===== src/rtl/uart_rcv_ctrl.sv =====
// uart_rcv_ctrl: receive controller for the UART receive path.
// Synchronizes the serial line and validates the start bit. Paces the external
// 9-bit shift register with a mid-bit strobe, checks the stop bit, and loads
// the received byte into a host-visible buffer with ready/overrun/framing status.
module uart_rcv_ctrl #(
  parameter int CLKS_PER_BIT = 10
) (
  input  logic       clk,
  input  logic       n_rst,
  input  logic       serial_in,
  input  logic [7:0] packet_data,
  input  logic       stop_bit,
  input  logic       data_read,
  output logic       rx_sync,
  output logic       shift_strobe,
  output logic [7:0] rx_data,
  output logic       data_ready,
  output logic       overrun_error,
  output logic       framing_error,
  output logic       busy
);

  localparam int CW = $clog2(CLKS_PER_BIT);
  localparam int HALF = CLKS_PER_BIT / 2;
  localparam logic [CW-1:0] HALF_M1 = CW'(HALF - 1);
  localparam logic [CW-1:0] LAST    = CW'(CLKS_PER_BIT - 1);
  localparam logic [3:0]    LAST_BIT_IDX = 4'd8;

  typedef enum logic [1:0] {IDLE, START_CHK, RECEIVE, CHECK} state_t;

  state_t        state, state_nxt;
  logic          sync1, sync2, prev;
  logic [CW-1:0] cnt, cnt_nxt;
  logic [3:0]    bit_cnt, bit_cnt_nxt;
  logic          start_edge;
  logic          load;
  logic          fe_set;
  logic          fe_clr;

  assign rx_sync    = sync2;
  assign start_edge = prev & ~sync2;
  assign busy       = (state != IDLE);

  // Two-flop synchronizer plus one-cycle delayed copy for falling-edge detection
  always_ff @(posedge clk or negedge n_rst) begin
    if (!n_rst) begin
      sync1 <= 1'b1;
      sync2 <= 1'b1;
      prev  <= 1'b1;
    end else begin
      sync1 <= serial_in;
      sync2 <= sync1;
      prev  <= sync2;
    end
  end

  // State and counter registers
  always_ff @(posedge clk or negedge n_rst) begin
    if (!n_rst) begin
      state   <= IDLE;
      cnt     <= '0;
      bit_cnt <= '0;
    end else begin
      state   <= state_nxt;
      cnt     <= cnt_nxt;
      bit_cnt <= bit_cnt_nxt;
    end
  end

  // Next-state, counter and strobe decode
  always_comb begin
    state_nxt    = state;
    cnt_nxt      = cnt;
    bit_cnt_nxt  = bit_cnt;
    shift_strobe = 1'b0;
    load         = 1'b0;
    fe_set       = 1'b0;
    fe_clr       = 1'b0;
    unique case (state)
      IDLE: begin
        cnt_nxt     = '0;
        bit_cnt_nxt = '0;
        if (start_edge) begin
          state_nxt = START_CHK;
          fe_clr    = 1'b1;
        end
      end
      START_CHK: begin
        if (cnt == HALF_M1) begin
          // Mid start bit: a high line here means the falling edge was a glitch
          cnt_nxt     = '0;
          bit_cnt_nxt = '0;
          state_nxt   = rx_sync ? IDLE : RECEIVE;
        end else begin
          cnt_nxt = cnt + 1'b1;
        end
      end
      RECEIVE: begin
        if (cnt == LAST) begin
          cnt_nxt      = '0;
          shift_strobe = 1'b1;
          bit_cnt_nxt  = bit_cnt + 4'd1;
          if (bit_cnt == LAST_BIT_IDX) state_nxt = CHECK;
        end else begin
          cnt_nxt = cnt + 1'b1;
        end
      end
      CHECK: begin
        cnt_nxt     = '0;
        bit_cnt_nxt = '0;
        load        = stop_bit;
        fe_set      = ~stop_bit;
        state_nxt   = IDLE;
      end
      default: begin
        state_nxt   = IDLE;
        cnt_nxt     = '0;
        bit_cnt_nxt = '0;
      end
    endcase
  end

  // Host buffer and status flags; a load takes priority over a host read
  always_ff @(posedge clk or negedge n_rst) begin
    if (!n_rst) begin
      rx_data       <= 8'h00;
      data_ready    <= 1'b0;
      overrun_error <= 1'b0;
      framing_error <= 1'b0;
    end else begin
      if (load) begin
        rx_data    <= packet_data;
        data_ready <= 1'b1;
        if (data_ready && !data_read) overrun_error <= 1'b1;
      end else if (data_read) begin
        data_ready    <= 1'b0;
        overrun_error <= 1'b0;
      end
      if (fe_set)      framing_error <= 1'b1;
      else if (fe_clr) framing_error <= 1'b0;
    end
  end

endmodule

===== config.mk =====
export PLATFORM = sky130hd
export DESIGN_NAME = uart_rcv_ctrl
export DESIGN_NICKNAME = d
export VERILOG_FILES = /design/src/rtl/uart_rcv_ctrl.sv
export SDC_FILE = /design/constraint.sdc
export NUM_CORES = 1
export LEC_CHECK = 0
export CAP_MARGIN = 10
export CORE_ASPECT_RATIO = 0.6
export CORE_MARGIN = 1
export CORE_UTILIZATION = 42
export DETAILED_ROUTE_END_ITERATION = 8
export MAX_ROUTING_LAYER = met4
export PLACE_DENSITY = 0.73
export SYNTH_ARGS = -nofsm -noshare
export SYNTH_HDL_FRONTEND = slang
export SYNTH_SLANG_ARGS = --single-unit

===== constraint.sdc =====
create_clock -name clk -period 1.4 [get_ports clk]
set_input_delay 0.28 -clock clk [delete_from_list [all_inputs] [get_ports clk]]
set_output_delay 0.28 -clock clk [all_outputs]
set_load 0.01 [all_outputs]

* After elaboration in Yosys (flattened, before gate mapping) *
Index checks and enable logic that the tools add are counted.

storage, ports and cells
  logic and storage cells = 60
  output and inout bits = 14
  input port bits = 13
  register bits = 24

cells by class
  bitwise operators = 3
  multiplexer cells = 24
  eq/ne operators = 11
  reductions and logical operators = 10
  add/subtract/negate cells = 2

operator list
  kind                                                    count
  case mux 4 bit (3 select lines)                         2
  2-to-1 mux 4 bit                                        4
  2-to-1 mux 1 bit                                        12
  2-to-1 mux 2 bit                                        5
  adder 4 x 1 -> 4 bit (second input constant)            2
  == test 4 bit (second input constant)                   2
  inequality test 2 bit (second input constant)           4
  case mux 2 bit (4 select lines)                         1
  nonzero test 2 bit                                      3
  == test 2 bit (second input constant)                   2
  == test 4 x 3 -> 1 bit (second input constant)          1
  AND reduction 2 bit                                     2
  AND reduction 4 bit                                     1
  == test 2 x 1 -> 1 bit (second input constant)          1
  logical NOT 2 bit                                       1
  inequality test 2 x 1 -> 1 bit (second input constant)  1
  inverter 1 bit                                          2
  OR reduction 2 bit                                      1
  AND 1 bit                                               1
  logical AND 1 bit                                       1
  logical NOT 1 bit                                       1

* Depth between registers and ports, before layout *
Gate-level depths: netlist of the first run.

  depth in word-level cells = 6
  gate-level depth with buffers = 5
  depth with buffers taken out = 5

* Least setup slack after synthesis of the first run *
OpenSTA, ideal clock, no wires.

  path type = register to register
  from = register cnt[1]
  to = register bit_cnt[3]
  buffers on the path = 0
  library setup time = 0.069 ns
  cell stages (with the launch flop) = 6
  setup slack = 0.027 ns
  required time = 1.331 ns
  clock period less this slack = 1.373 ns
  arrival time = 1.304 ns
  cells stage by stage = dfrtp_1 -> inv_1 -> ha_1 -> nand3b_4 -> or4_1 -> nand3_1

on the way
  longest elaborated chain between the ends = 3
  elaborated cells between the ends (all ways) = 5
  classes of those cells = eq/ne (4); reduce/logical (1)

RTL lines
  item                                                     RTL line  RTL
  start: declaration                                       33        logic [CW-1:0] cnt, cnt_nxt;
  start signal: assignment                                 65        cnt <= cnt_nxt;
  == test 4 bit or == test 4 x 3 -> 1 bit (tied branches)  99, 89
  inequality test 2 bit (no source line)                   -
  AND reduction 2 bit (no source line) *                   -
  end signal: assignment                                   66        bit_cnt <= bit_cnt_nxt;
  end: declaration                                         34        logic [3:0] bit_cnt, bit_cnt_nxt;

Mark *: on every way between the ends. The rest lies on a longest branch, timed or not.
A chain may end at the register's enable or synchronous reset.

* Worst setup path in the final report of the first run *
  from = register state[0]
  to = output port shift_strobe

on the way
  longest elaborated chain between the ends = 2

RTL lines
  item                      RTL line  RTL
  start: declaration        31        state_t state, state_nxt;
  start signal: assignment  64        state <= state_nxt;
  == test 2 bit             79        unique case (state)
  2-to-1 mux 1 bit          79
  end: declaration          15        output logic shift_strobe,

Every way passes these cells.

==> impl_results.md, run 1 <==
* Outcome: finished, violations left
* Violations in the final reports: negative setup slack
* Worst EP required at 1120 ps
* Clk Tree Root Cell: clkbuf_8
* Slew at the pin closest to its max-slew limit at 293 ps
* Post-DP HPWL at 1690 um
* Average footprint of a synthesized cell at 12.3 um^2
* Wirelength per Cell at 14.7 um
* Antenna fix cells at 0
* Type of the worst setup path: reg -> out
* Synth cell types at 29
* Static leakage power at 0.000821 uW
* Height of the die at 40.9 um
* Worst slew margin relative to its limit at 80.5%
* Clock slew seen by the registers of the worst setup and hold paths at 80 ps
* Final number of max-transition violations at 0
* Portion of the clock cycle consumed by the worst path in the final layout at 108%
* Unrepaired setup endpoints after global routing: true
* XOR/XNOR Fraction of Synth Area at 1.66%
* Fmax at 661 MHz
* Fill cell instance count of the final layout at 149
* Setup skew after layout at 0.947 ps
* I/O pin count at 27
* Type of destination of the critical path: primary output
* Maximum number of pins on one net before global-route repair at 25
* Initial Utilization at 46.8%
* Global-route wire length before repair at 3550 um
* Number of antenna violations at the first check in global routing at 0
* Most used standard cells in the synthesized netlist: 21 x dfrtp_1, 9 x inv_1, 8 x mux2_2, 7 x nand3_1
* Final setup slack of the worst path at -113 ps
* Final Setup Violations at 10
* Register area share after synthesis at 57.2%
* Post-synth design cell area at 0.00106 mm^2
* Count of flip-flops with a built-in enable after synthesis at 0
* Share of Yosys cell area claimed by the top area cell type at 49.7%
* Count of yosys warnings during synthesis at 0
* Clock Latency Late Sink at 270 ps
* Share of synthesized flip-flops with an asynchronous set or reset at 100%
* Worst hold path type: in -> async
* Max IR drop VDD at 0.000891 V
* CTS tree: yes
* Total grt overflow at 0
* Hold violation count in the final report at 0
* GP Congestion at 0.823
* Area contributors post-synth: dfrtp_1 50%, mux2_2 8.5%, dfstp_2 7.5%, ha_1 5.9%, nand3_1 3.3%
* CP Launch Type: flop
* Vias at 853
* Chip Width at 66.8 um
* Flip-flop and latch count after synthesis at 24
* H-tree Lvls at 1
* Buffers on Ports at 26
* Register-to-Register Setup Slack at -110 ps
* Post-detailed-route via-to-cell ratio at 5.17
* Tightest hold margin at 347 ps
* Post-layout net count at 154
* Share of the synthesized area in compound gates (AO/OA/AOI/OAI) at 8.64%
* Remaining design rule violation count at 0
* Dominant combinational cell family by area after synthesis: simple AND/OR/NAND/NOR gates
* Most instantiated flip-flop cell in the synthesis netlist: dfrtp_1
* Clock period minus worst slack at 1510 ps
* Initial drt markers at 27
* Area growth, synth to finish at 56.1%
* Critical path peak fanout at 5
* Cell Pwr Density at 1660 mW/mm^2
* Maximum buffer depth of the clock tree at 2
* Antenna Nets Post-Route at 0
* Adder-cell area share of the yosys netlist at 5.92%
* Arrival time at the worst endpoint at 1230 ps
* Count of max-cap constraint violations at 0
* Overall power consumption at 2740 uW
* Synth Area in Simple Gates at 14.4%
* Worst slack, placed at -298 ps
* Net count after synthesis at 104
* Post-synthesis cell count at 86
* CTS sink count at 24
* Mux share of post-synthesis cell area at 8.52%
* Count of standard-cell rows at 13
* Global Route Usage Sum at 20.6%
* Floorplan Core Area at 0.00226 mm^2
* Number of optimization iterations in the first detailed-route pass at 4
* Number of global-route vias before repair at 832
* Aggregate routed wire length at 2430 um
* Proportion of layout cells with a drive suffix above 1 at 40.0%
* Cell type with the highest aggregate area in the netlist: dfrtp_1
* Die Footprint at 0.00273 mm^2
* Total CTS buffers at 3
* Most frequently used cell type in the post-synthesis netlist: dfrtp_1
[critical path, cell delays in order, from the launching register on]
cell	delay, ps
dfrtp_1	390
nand2b_1	270
nor2_4	180
buf_6	110
[final timing paths]
| path | startpoint | to | cells past startpoint |
|---|---|---|---|
| worst max-delay path | state[0] | shift_strobe | 3 |
| worst min-delay path | n_rst | overrun_error | 2 |
| worst max register to register | cnt[1] | bit_cnt[2] | 6 |
| worst min register to register | sync1 | rx_sync | 0 |
| max in group asynchronous | n_rst | sync1 | 2 |
| min in group clk | sync1 | rx_sync | 0 |
[registers in the layout (all words and copies together), names as in the netlist, named ones only]
register       count
rx_data            8
bit_cnt            4
cnt                4
data_ready         1
framing_error      1
overrun_error      1
prev               1
rx_sync            1
state              1
sync1              1
[per-layer routing]
metal	part of all wire, %	track usage [%]	up-vias	routed length (um)
met4	1.9	13.8	0	46
met5	0	-	-	0
met3	4.0	6.94	5	97
met2	50	34.1	19	1210
li1	-	-	396	-
met1	44	22.0	433	1080
[cell usage in the layout (no fill, tap or decap), drive strengths merged]
master	n
clkdlybuf4s50	12
nor2b	2
nor2	5
or2	1
or4	2
mux2	8
o2bb2ai	1
dfstp	3
a22o	1
o21ai	2
xor2	1
o211ai	2
nand3b	2
bufinv	1
o31ai	1
nand4b	1
o21a	1
dfrtp	21
a21oi	3
dlygate4sd2	12
clkbuf	3
and2b	1
nand3	7
nand2b	1
or3	1
xnor2	1
inv	9
buf	22
o22ai	1
or3b	1
ha	5
a22oi	1
[power by group]
part / total (uW) / switching, uW / internal [uW]
Combinational: 1150 / 504 / 644
Clock: 605 / 222 / 383
Sequential: 987 / 110 / 876
[what timing repair did]
item | 4_1_cts | 5_1_grt
gates resized for setup | 30 | 16
pin swaps | 2 | 9
setup endpoints to repair | 19 | 13
setup buffers | 4 | 3
hold buffers | 0 | 0
[stage by stage]
stage	std cells	cell area (um^2)	TNS, ps	utilization, %
2_1_floorplan	86	1060	0	-
3_3_place_gp	156	1480	-604	65.2
3_5_place_dp	156	1480	-947	65.2
4_1_cts	164	1590	-982	70.3
5_1_grt	165	1650	-1330	73.0
6_report	165	1650	-631	73.0
[logic make-up after synthesis]
kind of cell / after synthesis
and+or+nand+nor: 24
xor gates and xnor gates: 2
DFF: 24
buffers and inverters: 10
adders and majority gates: 5
muxes: 8
AOI/OAI and AO/OA: 13
[area by class of cell]
class / count / area [um^2] / area share, %
sequential: 24 / 604 / 36.6
timing repair buffer: 46 / 425 / 25.8
multi-input combinational: 52 / 478 / 29.0
clock buffer: 3 / 41.3 / 2.50
clock inverter: 1 / 30.0 / 1.82
inverter: 9 / 33.8 / 2.05
tap: 30 / 37.5 / 2.27
(Power assumes the default switching activity.)
==> run 2: changes to the inputs <==
ABC_AREA = 1   (was unset)
CORE_UTILIZATION = 43   (was 42)
PLACE_DENSITY = 0.74   (was 0.73)
TNS_END_PERCENT = 1   (was unset)
==> impl_results.md, run 2 <==
* Power Internal at 1790 uW (-5.8%)
* CTS sink count at 24 (unchanged)
* Average footprint of a synthesized cell at 10.7 um^2 (-13%)
* CP Launch Type: flop
* Fmax at 680 MHz (+2.9%)
* Worst reg2reg path depth at 9 (+3)
* Clk Tree Root Cell: clkbuf_8
* Antenna fix cells at 0 (unchanged)
* Portion of the clock cycle consumed by the worst path in the final layout at 105% (-3.1 points)
* Psw at 1010 uW (+21%)
* Clock Latency Late Sink at 260 ps (about the same)
* Global-route wire length before repair at 3570 um (+0.79%)
* Violations in the final reports: negative setup slack
* Type of destination of the critical path: primary output
* Floorplan Core Area at 0.00229 mm^2 (+1.4%)
* Antenna Nets Post-Route at 0 (unchanged)
* Worst slew margin relative to its limit at 86.7% (+6.2 points)
* Clk network pwr share at 14.4% (-7.7 points)
* Area contributors post-synth: dfrtp_1 47%, mux2_4 9.5%, dfstp_2 7.1%, nand2_1 6.4%, ha_1 5.6%
* Global Route Usage Sum at 19.5% (-1.1 points)
* Reg2reg end: state[0]
* Initial drt markers at 63 (+130%)
* Setup crit start: cnt[1]
* Max IR drop VDD at 0.000878 V (-1.5%)
* Total CTS buffers at 3 (unchanged)
* Synth cell types at 23 (-21%)
* Most frequently used cell type in the post-synthesis netlist: dfrtp_1
* Overall power consumption at 2800 uW (+2.4%)
* Clock slew seen by the registers of the worst setup and hold paths at 70 ps (about the same)
* Total grt overflow at 0 (unchanged)
* Number of flip-flops under the largest register name at 8 (unchanged)
* Commonest non-fill, non-tap cell in the layout: dfrtp_1
* Remaining design rule violation count at 0 (unchanged)
* Unrepaired setup endpoints after global routing: true
* Buffers on Ports at 26 (unchanged)
* CTS hold repair buffers at 0 (unchanged)
* Most frequent cells in the layout: 21 x dfrtp_1, 18 x nand2_1
* Post-DP Area at 0.00152 mm^2 (+3.1%)
* Outcome: finished, violations left
* Height of the die at 41.4 um (+1.2%)
* Setup skew after layout at 5.09 ps (+4.14 ps)
* Initial Utilization at 48.4% (+1.7 points)
* Share of Yosys cell area claimed by the top area cell type at 47.3% (-2.4 points)
* Chip Width at 67.6 um (+1.3%)
* Area growth, synth to finish at 43.8%
* Critical path peak fanout at 2 (-3)
* Register area share after synthesis at 54.4% (-2.8 points)
* Register-to-Register Setup Slack at 10 ps (+120 ps)
* Flip-flop and latch count after synthesis at 24 (unchanged)
* Post-synthesis cell count at 104 (+21%)
* Most flops, register: rx_data
* GP Congestion at 0.737 (-10%)
* Proportion of layout cells with a drive suffix above 1 at 31.8% (-8.2 points)
* Worst EP required at 1120 ps (about the same)
* Slew at the pin closest to its max-slew limit at 198 ps (-94.5 ps)
* Count of flip-flops with a built-in enable after synthesis at 0 (unchanged)
* Cell type with the highest aggregate area in the netlist: dfrtp_1
* Hold violation count in the final report at 0 (unchanged)
* Part of the power in combinational logic at 49.0% (+7.1 points)
* Post-layout instance area at 0.00160 mm^2 (-3.2%)
* Post-DP HPWL at 1650 um (-2.4%)
* Final Setup Violations at 1 (-9)
* Final setup slack of the worst path at -70.4 ps (+42.9 ps)
* Cell Pwr Density at 1760 mW/mm^2 (+5.7%)
* Static leakage power at 0.000812 uW (-1.0%)
* Worst hold path type: reg -> reg
* Count of yosys warnings during synthesis at 0 (unchanged)
* Clock period minus worst slack at 1470 ps (-42.9 ps)
* Die Footprint at 0.00280 mm^2 (+2.5%)
* Arrival time at the worst endpoint at 1190 ps (-40 ps)
* Final Non-Filler Cells at 178 (+7.9%)
* Switching Fraction at 36.1% (+5.5 points)
* Leading registers by flop count: rx_data (8), bit_cnt (4), cnt (4)
* Maximum number of pins on one net before global-route repair at 25 (unchanged)
* Post-layout net count at 167 (+8.4%)
* Final number of max-transition violations at 0 (unchanged)
* Share of synthesized flip-flops with an asynchronous set or reset at 100% (unchanged)
* Most instantiated flip-flop cell in the synthesis netlist: dfrtp_1
* Most used standard cells in the synthesized netlist: 21 x dfrtp_1, 19 x nand2_1, 14 x inv_1, 9 x nor2_1, 7 x mux2_4
* Destination of the critical timing path: shift_strobe
* Proportion of power drawn by flip-flops and latches at 36.7% (+0.7 points)
* CTS tree: yes
* Number of optimization iterations in the first detailed-route pass at 4 (unchanged)
* I/O pin count at 27 (unchanged)
* Count of standard-cell rows at 13 (unchanged)
* Wirelength per Cell at 13.2 um (-10%)
* Post-detailed-route via-to-cell ratio at 4.75 (-8.2%)
* Maximum buffer depth of the clock tree at 2 (unchanged)
* Post-synth design cell area at 0.00111 mm^2 (+5.1%)
* Type of the worst setup path: reg -> out
* Reg-to-Reg Start: cnt[0]
* Net count after synthesis at 122 (+17%)
* Number of global-route vias before repair at 813 (-2.3%)
* Aggregate routed wire length at 2360 um (-3.0%)
* Count of max-cap constraint violations at 0 (unchanged)
* H-tree Lvls at 1 (unchanged)
* Number of antenna violations at the first check in global routing at 0 (unchanged)
* Dpl cells at 172 (+10%)
* Vias at 845 (-0.94%)
* Tightest hold margin at 365 ps (+18.2 ps)
## run 2: area by class of cell
cell class                 count  area, um^2
sequential                    24         604
multi-input combinational     62         462
fill                         168         696
tap                           30        37.5
inverter                      17        66.3
timing repair buffer          41         383
clock buffer                   4        45.0
## run 2: cells by family after synthesis
family	after synthesis	share of synthesized area, %
AO/OA/AOI/OAI	7	4.05
XOR/XNOR	3	2.37
adder cells (fa/ha/maj)	5	5.63
buffers and inverters	18	6.98
flip-flops	24	54.4
multiplexers	8	10.5
AND/OR/NAND/NOR	39	16.1
## run 2: worst max-delay path, cell delays in order, from the launching register on
cell	delay, ps
dfrtp_1	400
inv_2	80
ha_4	120
nand3_2	70
nor2_2	120
buf_2	140
## run 2: worst min path at each step
stage | cells past startpoint | to | start
3_5_place_dp | 0 | rx_sync | sync1
5_1_grt | 0 | rx_sync | sync1
3_3_place_gp | 0 | rx_sync | sync1
4_1_cts | 0 | rx_sync | sync1
2_1_floorplan | 0 | async pin | n_rst
6_report | 0 | rx_sync | sync1
## run 2: stage by stage
stage               setup slack [ps]  TNS, ps  utilization [%]
global placement                -217     -789             66.3
floorplan                        219        0                -
detailed placement              -279     -965             66.3
global route                    -135     -443             69.7
CTS                             -107     -107             68.4
finish                         -70.4    -70.4             69.7
## run 2: power by group through the flow
stage	Sequential (uW)	Clock (uW)	Combinational, uW
2_1_floorplan	1120	0	600
3_3_place_gp	1020	0	1300
3_5_place_dp	1030	0	1320
4_1_cts	1020	417	1290
5_1_grt	1060	452	1500
6_report	1030	403	1370
## run 2: repair_timing
item / in CTS / in global routing
gates resized for setup: 26 / 7
endpoints found under the setup margin: 15 / 7
buffers inserted: 1 / 1
pin swaps: 1 / 2
## run 2: routing by layer
metal | track usage, % | vias up | share of wire (%)
met1 | 23.7 | 407 | 44
li1 | - | 414 | -
met5 | - | - | 0
met4 | 4.26 | 0 | 0.59
met3 | 7.07 | 2 | 4.5
met2 | 31.7 | 22 | 51
==> run 3: changes to the inputs <==
ABC_AREA = 0   (was 1)
CORE_UTILIZATION = 45   (was 43)
CTS_BUF_LIST = sky130_fd_sc_hd__clkbuf_8   (was unset)
PLACE_DENSITY = 0.77   (was 0.74)
TNS_END_PERCENT = unset   (was 1)
==> impl_results.md, run 3 (synthesized netlist as in run 1, its figures left out) <==
* Leading registers by flop count: rx_data (8), bit_cnt (4), cnt (4)
* Number of global-route vias before repair at 811 (-0.25%)
* Fmax at 669 MHz (-1.6%)
* Final number of max-transition violations at 0 (unchanged)
* Vias at 868 (+2.7%)
* Total CTS buffers at 3 (unchanged)
* Count of max-cap constraint violations at 0 (unchanged)
* Cell repeated most along the worst path: buf_4
* Initial Utilization at 48.1% (-0.30 points)
* Setup crit start: state[0]
* Register-to-Register Setup Slack at -100 ps (-110 ps)
* Static leakage power at 0.000828 uW (+1.9%)
* Clock slew seen by the registers of the worst setup and hold paths at 90 ps (+20 ps)
* Global Route Usage Sum at 21.7% (+2.2 points)
* Setup skew after layout at 8.99 ps (+3.91 ps)
* Commonest non-fill, non-tap cell in the layout: dfrtp_1
* Floorplan Core Area at 0.00220 mm^2 (-4.3%)
* Most frequent cells in the layout: 21 x dfrtp_1, 18 x buf_4, 12 x clkdlybuf4s50_1, 11 x dlygate4sd2_1, 8 x mux2_2
* Global-route wire length before repair at 3730 um (+4.4%)
* Worst-path cell with the longest stage delay: dfrtp_1
* Number of flip-flops under the largest register name at 8 (unchanged)
* Height of the die at 39.5 um (-4.4%)
* Violations in the final reports: negative setup slack
* H-tree Lvls at 1 (unchanged)
* Reg2reg end: state[0]
* Final setup slack of the worst path at -95.0 ps (-24.6 ps)
* Wirelength per Cell at 14.7 um (+11%)
* Area growth, synth to finish at 55.3%
* Clock period minus worst slack at 1500 ps (+24.6 ps)
* Buffers on Ports at 26 (unchanged)
* Number of antenna violations at the first check in global routing at 0 (unchanged)
* Worst hold path type: in -> async
* Worst EP required at 1560 ps (+440 ps)
* Maximum buffer depth of the clock tree at 2 (unchanged)
* Chip Width at 64.6 um (-4.5%)
* Post-layout instance area at 0.00164 mm^2 (+2.7%)
* Unrepaired setup endpoints after global routing: true
* Antenna fix cells at 0 (unchanged)
* CP Launch Type: flop
* Worst reg2reg path depth at 6 (-3)
* Maximum number of pins on one net before global-route repair at 25 (unchanged)
* Outcome: finished, violations left
* GP Congestion at 0.799 (+8.4%)
* Post-DP HPWL at 1640 um (-0.36%)
* Type of destination of the critical path: flop
* Post-detailed-route via-to-cell ratio at 5.17 (+8.8%)
* Worst slew margin relative to its limit at 79.7% (-7.0 points)
* Fill cell instance count of the final layout at 163 (-3.0%)
* Number of optimization iterations in the first detailed-route pass at 4 (unchanged)
* Aggregate routed wire length at 2470 um (+4.8%)
* Final Setup Violations at 10 (+9)
* CTS tree: yes
* Reg-to-Reg Start: state[0]
* Slew at the pin closest to its max-slew limit at 305 ps (+106 ps)
* End-of-flow core utilization at 74.8% (+5.1 points)
* Post-layout net count at 157 (-6.0%)
* Proportion of layout cells with a drive suffix above 1 at 42.0% (+10 points)
* CTS sink count at 24 (unchanged)
* Post-DP Area at 0.00149 mm^2 (-1.8%)
* CP Cell Sequence: buf_4 > buf_4 > nor2b_1 > a22oi_2 > buf_6 > a22o_1
* Arrival time at the worst endpoint at 1660 ps (+470 ps)
* Count of standard-cell rows at 13 (unchanged)
* Portion of the clock cycle consumed by the worst path in the final layout at 107% (+1.8 points)
* Clock Latency Late Sink at 280 ps (+20 ps)
* I/O pin count at 27 (unchanged)
* Hold violation count in the final report at 0 (unchanged)
* Critical path peak fanout at 5 (+3)
* Clk Tree Root Cell: clkbuf_8
* Max stage delay on crit path at 400 ps (about the same)
* Post-route setup TNS at -462 ps (-391 ps)
* Die Footprint at 0.00255 mm^2 (-8.7%)
* Type of the worst setup path: reg -> reg
* Initial drt markers at 85 (+35%)
* Max IR drop VDD at 0.000997 V (+14%)
* Remaining design rule violation count at 0 (unchanged)
* Cell Pwr Density at 1630 mW/mm^2 (-7.3%)
* Total grt overflow at 0 (unchanged)
* Most flops, register: rx_data
* Antenna Nets Post-Route at 0 (unchanged)
* Worst slack, placed at -270 ps (+9.16 ps)
-- run 3: worst max path at each step --
stage | cells past startpoint | slack (ps) | end
5_1_grt | 6 | -170 | state[0]
2_1_floorplan | 5 | 30 | bit_cnt[3]
4_1_cts | 7 | -160 | bit_cnt[3]
6_report | 6 | -100 | state[0]
3_3_place_gp | 5 | -250 | shift_strobe
3_5_place_dp | 5 | -270 | shift_strobe
-- run 3: power by group --
group | switching [uW] | internal [uW]
Sequential | 97.2 | 876
Combinational | 533 | 685
Clock | 228 | 252
Total | 858 | 1810
-- run 3: stage by stage --
| step | hold WS [ps] | power (uW) | instances |
|---|---|---|---|
| detailed placement | 349 | 2080 | 160 |
| global placement | 346 | 2040 | 160 |
| floorplan | -15.6 | 1430 | 86 |
| global route | 368 | 2830 | 168 |
| finish | 353 | 2670 | 168 |
| CTS | 361 | 2500 | 167 |
-- run 3: timing repair --
action | in CTS | in global routing
setup buffers | 3 | 1
gates cloned | 0 | 1
hold buffers | 0 | 0
gates resized for setup | 28 | 20
endpoints found under the setup margin | 17 | 22
pin swaps | 5 | 5
-- run 3: critical path, delay by kind of cell, from the launching register on --
kind	cells	cell delay, ps
AO/OA/AOI/OAI	2	330
AND/OR/NAND/NOR	1	230
flip-flops	1	400
buffers and inverters	3	440
-- run 3: cell type report --
class                           instances  area [um^2]  share of cell area [%]
Clock buffer                            4         55.1                    3.35
Inverter                                9         33.8                    2.06
Multi-Input combinational cell         52          482                    29.3
Sequential cell                        24          604                    36.8
Tap cell                               30         37.5                    2.29
Timing Repair Buffer                   49          429                    26.1
-- run 3: per-layer routing --
| layer | track usage [%] | vias up | share of wire, % |
|---|---|---|---|
| met5 | - | - | 0 |
| met4 | 7.22 | 0 | 1.6 |
| met3 | 6.98 | 7 | 4.9 |
| met2 | 34.7 | 21 | 49 |
| met1 | 26.5 | 438 | 44 |
| li1 | - | 402 | - |
